`config.mk`:
```
export PLATFORM = sky130hd
export DESIGN_NAME = ieeedrv_track_loader
export DESIGN_NICKNAME = d
export VERILOG_FILES = /design/src/rtl/ieeedrv_pkg.sv /design/src/rtl/ieeedrv_track_geom.sv /design/src/rtl/ieeedrv_track_loader.sv
export SDC_FILE = /design/constraint.sdc
export NUM_CORES = 1
export LEC_CHECK = 0
export ABC_AREA = 1
export CAP_MARGIN = 0
export CORE_MARGIN = 2
export CORE_UTILIZATION = 50
export CTS_BUF_LIST = sky130_fd_sc_hd__clkbuf_16
export CTS_CLUSTER_SIZE = 20
export DETAILED_ROUTE_END_ITERATION = 8
export PLACE_DENSITY = 0.72
export SLEW_MARGIN = 20
export SYNTH_ARGS = -nofsm -noshare
export SYNTH_HDL_FRONTEND = slang
export SYNTH_SLANG_ARGS = --single-unit
```
`constraint.sdc`:
```
create_clock -name clk_sys -period 10 [get_ports clk_sys]
set_input_delay 1.5 -clock clk_sys [delete_from_list [all_inputs] [get_ports clk_sys]]
set_output_delay 1.5 -clock clk_sys [all_outputs]
set_load 0.05 [all_outputs]
```
`src/rtl/ieeedrv_pkg.sv`:
```
// Shared FSM encoding and per-drive zone tables for the IEEE drive track loader.
// Row 0 of each table is the 8250 geometry, row 1 the 4040 geometry.
package ieeedrv_pkg;

    typedef enum logic [2:0] {
        S_IDLE,
        S_SAVE_REQ,
        S_SAVE_WAIT,
        S_LOAD_REQ,
        S_LOAD_WAIT
    } state_t;

    localparam int unsigned ZONES = 4;

    // Zone bounds are 1-based physical track numbers.
    localparam logic [7:0] ZONE_FIRST [2][4] = '{
        '{8'd1, 8'd40, 8'd54, 8'd65},
        '{8'd1, 8'd18, 8'd25, 8'd31}
    };
    localparam logic [7:0] ZONE_LAST [2][4] = '{
        '{8'd39, 8'd53, 8'd64, 8'd77},
        '{8'd17, 8'd24, 8'd30, 8'd35}
    };
    localparam logic [4:0] ZONE_SPT [2][4] = '{
        '{5'd29, 5'd27, 5'd25, 5'd23},
        '{5'd21, 5'd19, 5'd18, 5'd17}
    };
    localparam logic [11:0] ZONE_START [2][4] = '{
        '{12'd0, 12'd1131, 12'd1509, 12'd1784},
        '{12'd0, 12'd357,  12'd490,  12'd598}
    };

endpackage

```
`src/rtl/ieeedrv_track_geom.sv`:
```
// Combinational track geometry: sectors per track, first 256-byte block and
// whether the whole track fits inside the mounted image.
module ieeedrv_track_geom
    import ieeedrv_pkg::*;
(
    input  logic        drv_type,
    input  logic [6:0]  track,
    input  logic [31:0] img_size,
    output logic [4:0]  spt,
    output logic [11:0] start,
    output logic        valid
);

    logic [7:0]  t;
    logic        in_zone;
    logic [11:0] span;

    always_comb begin
        t       = {1'b0, track} + 8'd1;
        spt     = '0;
        start   = '0;
        in_zone = 1'b0;
        for (int unsigned i = 0; i < ZONES; i++) begin
            if (t >= ZONE_FIRST[drv_type][i[1:0]] && t <= ZONE_LAST[drv_type][i[1:0]]) begin
                in_zone = 1'b1;
                spt     = ZONE_SPT[drv_type][i[1:0]];
                start   = ZONE_START[drv_type][i[1:0]]
                        + ({4'd0, t - ZONE_FIRST[drv_type][i[1:0]]} * {7'd0, ZONE_SPT[drv_type][i[1:0]]});
            end
        end
        span  = start + {7'd0, spt};
        valid = in_zone && ({12'd0, span, 8'd0} <= img_size);
    end

endmodule

```
`src/rtl/ieeedrv_track_loader.sv`:
```
// Moves whole tracks between the host image and the track RAM, one 256-byte
// block per host handshake; dirty-track saves take priority over loads.
module ieeedrv_track_loader
    import ieeedrv_pkg::*;
(
    input  logic        clk_sys,
    input  logic        reset,
    input  logic        drv_type,
    input  logic        img_mounted,
    input  logic [31:0] img_size,
    input  logic        img_readonly,
    input  logic [6:0]  track,
    input  logic        save_track,
    output logic [31:0] sd_lba,
    output logic        sd_rd,
    output logic        sd_wr,
    input  logic        sd_ack,
    input  logic [7:0]  sd_buff_addr,
    input  logic        sd_buff_wr,
    output logic [12:0] buf_addr,
    output logic        buf_we,
    output logic        busy,
    output logic        track_ok
);

    state_t      state;
    logic [4:0]  sector;
    logic [6:0]  cur_track;
    logic [31:0] size_q;
    logic        save_pend;
    logic        load_pend;
    logic        remount;
    logic        save_prev;

    logic [4:0]  g_spt;
    logic [11:0] g_start;
    logic        g_valid;
    logic [4:0]  sector_next;
    logic        last_block;
    logic        retarget;

    ieeedrv_track_geom u_geom (
        .drv_type (drv_type),
        .track    (cur_track),
        .img_size (size_q),
        .spt      (g_spt),
        .start    (g_start),
        .valid    (g_valid)
    );

    assign sector_next = sector + 5'd1;
    assign last_block  = (sector_next == g_spt);
    assign retarget    = (track != cur_track) || remount;

    assign buf_addr = {sector, sd_buff_addr};
    assign buf_we   = sd_buff_wr & sd_ack & (state == S_LOAD_WAIT);
    assign busy     = (state != S_IDLE) || save_pend || load_pend;

    always_ff @(posedge clk_sys) begin
        if (reset) begin
            state     <= S_IDLE;
            sd_rd     <= 1'b0;
            sd_wr     <= 1'b0;
            sd_lba    <= '0;
            sector    <= '0;
            save_pend <= 1'b0;
            load_pend <= 1'b0;
            remount   <= 1'b0;
            track_ok  <= 1'b0;
            cur_track <= '0;
            size_q    <= '0;
            save_prev <= save_track;
        end else begin
            save_prev <= save_track;
            case (state)
                S_IDLE: begin
                    if (save_pend) begin
                        sector <= '0;
                        state  <= S_SAVE_REQ;
                    end else if (load_pend) begin
                        cur_track <= track;
                        sector    <= '0;
                        track_ok  <= 1'b0;
                        remount   <= 1'b0;
                        state     <= S_LOAD_REQ;
                    end
                end
                S_SAVE_REQ: begin
                    if (!sd_wr) begin
                        if (!g_valid || !save_pend) begin
                            save_pend <= 1'b0;
                            state     <= S_IDLE;
                        end else begin
                            sd_wr  <= 1'b1;
                            sd_lba <= {20'd0, g_start + {7'd0, sector}};
                        end
                    end else if (sd_ack) begin
                        sd_wr <= 1'b0;
                        state <= S_SAVE_WAIT;
                    end
                end
                S_SAVE_WAIT: begin
                    if (!sd_ack) begin
                        sector <= sector_next;
                        if (last_block) begin
                            save_pend <= 1'b0;
                            state     <= S_IDLE;
                        end else if (!save_pend) begin
                            state <= S_IDLE;
                        end else begin
                            state <= S_SAVE_REQ;
                        end
                    end
                end
                S_LOAD_REQ: begin
                    // A retarget before the request goes out just re-latches via IDLE.
                    if (!sd_rd) begin
                        if (retarget) begin
                            state <= S_IDLE;
                        end else if (!g_valid) begin
                            load_pend <= 1'b0;
                            track_ok  <= 1'b0;
                            state     <= S_IDLE;
                        end else begin
                            sd_rd  <= 1'b1;
                            sd_lba <= {20'd0, g_start + {7'd0, sector}};
                        end
                    end else if (sd_ack) begin
                        sd_rd <= 1'b0;
                        state <= S_LOAD_WAIT;
                    end
                end
                S_LOAD_WAIT: begin
                    if (!sd_ack) begin
                        sector <= sector_next;
                        if (retarget) begin
                            state <= S_IDLE;
                        end else if (last_block) begin
                            load_pend <= 1'b0;
                            track_ok  <= 1'b1;
                            state     <= S_IDLE;
                        end else begin
                            state <= S_LOAD_REQ;
                        end
                    end
                end
                default: state <= S_IDLE;
            endcase

            // Request flags are applied last so a new event wins over a same-cycle clear.
            if ((save_track != save_prev) && !img_readonly)
                save_pend <= 1'b1;
            if (track != cur_track)
                load_pend <= 1'b1;
            if (img_mounted) begin
                size_q    <= img_size;
                save_pend <= 1'b0;
                track_ok  <= 1'b0;
                if (img_size != 32'd0) begin
                    load_pend <= 1'b1;
                    remount   <= 1'b1;
                end
            end
        end
    end

endmodule

```
==> reports/metrics.cfg <==
[setup_path]
startpoint_type = input pin
critPathSlowestCell = fa_1
cp_data_arrival_time_ns = 9.22
required_ns = 10.29
r2r_cells = 47
path_common_cell = nand2_1
reg2reg_setup_slack_ns = 1.48
crit_type = input pin to flip-flop
reg2reg_to = sd_lba[7]$_SDFFE_PP0P_
cp_max_fo = 20
r2r_start = cur_track[0]$_SDFFE_PP0P_
cp_slowest_stage_delay_ns = 0.53
endpoint_kind = flip-flop

[logic_synthesis]
ys_ff_latch = 66
synth_top_cell_by_area = ha_1
netlist.area_leader.share = 0.179
netlist-cell-type-count = 55
synth_edf_count = 0
synthCells = 1456
netlist_area_um2 = 10000
synth.yosys.seq_area_share = 0.132
synth.area.top_cells = ha_1 18%, dfxtp_1 13%, fa_1 11%
yosysWarnings = 0
syn_area_per_cell_um2 = 6.87
synthArstFlopShare = 0
synth_top_flop_cell = dfxtp_1

[clock_network]
worst_skew_pair.late_latency_ns = 0.34
cts_tree = built
postCtsSetupBuffers = 0
hold_buffers = 0
htreeDepth = 3
clock_sinks = 66
cts_buffers = 9
cts_buffer_depth = 2
path_clk_slew_ns = 0.05
post_cts_resized = 0
clock-root-buffer = clkbuf_16

[sta]
hold_violations = 0
skew_ns = 0.00817
holdWs_ns = 0.460
drv_slew = 0
relSlewSlack = 0.522
clock.fmax_mhz = 112
final.min_clock_period_ns = 8.93
rsz0062_at_grt = no
fin_ws_ns = 1.07
period_share = 0.893
setup_violations = 0
tns_ns = 0
worstMarginPinSlew_ns = 0.715

[placement]
post-place-ws_ns = 0.821
dpl_cell_area_um2 = 10700
gp_congestion = 0.948
portBuffers = 68
dp_hpwl_um = 21000

[route]
vias = 9189
post_drt_wl_per_cell_um = 14.3
ant_nets = 0
wl_um = 25400
drc_errors = 0
drt-vias-per-instance = 5.18
first_iter_violations = 580
drtPass1Iterations = 7

[grt]
grt_pass1_wl_um = 42600
antenna_found_initial = 0
grt_pass1_vias = 8919
grt_use_total = 0.242
grt_max_degree = 51
grt_remaining_overflow = 0

[run_status]
status = finished clean

[floorplanning]
initial_utilization = 0.512
die_w_um = 145
num_rows = 51
core_area_um2 = 19500
die_y_um = 145
io_pins = 105
dieArea_um2 = 21100

[layout]
fin_nets = 1756
final_layout_size_suffix_gt1_frac = 0.0643
final_cell_area_um2 = 11000
areaGrowthSynthToFinish_pct = 10.3
n_antenna_cell = 0

[min_path]
min_path_cells = 2
min-delay-start = track_ok$_SDFFE_PP0P_
min_path_type = flip-flop to flip-flop
hold_path_end = track_ok$_SDFFE_PP0P_

[flow_run]
cap_violations = 0

## cell usage in the layout, fill, tap and decap left out, types with 12 or more instances in the layout
cell,Yosys,final
inv_1,286,285
nand2_1,236,236
ha_1,143,143
nor2_1,138,138
a21oi_1,98,98
nand3_1,75,75
o21ai_0,69,69
clkdlybuf4s50_1,0,67
dfxtp_1,66,66
fa_1,55,55
xor2_1,42,42
xnor2_1,24,24
nand2_2,23,23
nand4_1,21,21
conb_1,1,20
nor4_1,14,14
o21ai_1,12,12
## logic make-up after synthesis
logic type	Yosys count	share of synthesized area
and+or+nand+nor	554	0.249
DFF	66	0.132
adders and majority gates	198	0.289
xor gates and xnor gates	67	0.0601
other	1	0.000375
AOI/OAI and AO/OA	216	0.120
buffers and inverters	354	0.149
## registers in the layout, summed over array words and instances (netlist names)
name       flops
cur_track      7
load_pend      1
remount        1
save_pend      1
save_prev      1
sd_lba        12
sd_rd          1
sd_wr          1
sector         5
size_q        32
state          3
track_ok       1
## per-stage QoR
stage	util	cells
detailed placement	0.550	1757
CTS	0.565	1773
global placement	0.550	1757
finish	0.565	1773
floorplan	-	1475
global route	0.565	1773
## Yosys cell counts (2+ instances only)
cell	number
o21ai_2	3
o221ai_1	3
nor2_4	4
nor3_1	8
o21ai_1	12
or2_2	11
xor2_1	42
nand3b_1	5
o21bai_1	7
fa_1	55
buf_6	6
a31oi_1	3
a21oi_2	2
ha_1	143
nand3_1	75
a21o_1	2
nand2_2	23
buf_2	4
nand2_1	236
a21oi_1	98
nor2_2	10
o211ai_1	2
nand2_4	2
buf_1	3
clkbuf_1	15
xnor2_1	24
nor4_1	14
nand3_2	3
nor2_1	138
nand4_1	21
a211oi_1	4
buf_4	29
inv_1	286
inv_2	9
o21ai_0	69
dfxtp_1	66
## layer usage
metal  GRT usage  wire length, um
met1       0.334            12000
met2       0.395            11400
met3      0.0426             1490
met4      0.0632              540
met5           0                0
## layout make-up
cell class	count	area (um2)
Tap cell	265	332
Multi-Input combinational cell	1055	7260
Timing Repair Buffer	74	721
Clock buffer	9	225
Inverter	297	1120
Clock inverter	7	53.8
Sequential cell	66	1320
Fill cell	1903	8500
## worst max-delay path, delay by kind of cell
kind	cells	cell delay, ns
compound gates	7	1.35
fa+ha+maj	6	2.43
buf+inv	7	1.03
xor+xnor	2	0.28
simple gates	22	2.59
## how the worst max path moves through the flow
stage | slack [ns] | endpoint | startpoint
finish | 1.07 | sd_lba[7]$_SDFFE_PP0P_ | drv_type
CTS | 1.14 | sd_lba[9]$_SDFFE_PP0P_ | drv_type
detailed placement | 0.82 | sd_lba[9]$_SDFFE_PP0P_ | drv_type
global placement | 0.93 | sd_lba[10]$_SDFFE_PP0P_ | drv_type
floorplan | 1.09 | sd_lba[7]$_SDFFE_PP0P_ | drv_type
global route | 0.36 | sd_lba[7]$_SDFFE_PP0P_ | drv_type
Power is not shown: default switching activity piles up to over one toggle a cycle in this logic, so the estimate is an artifact.
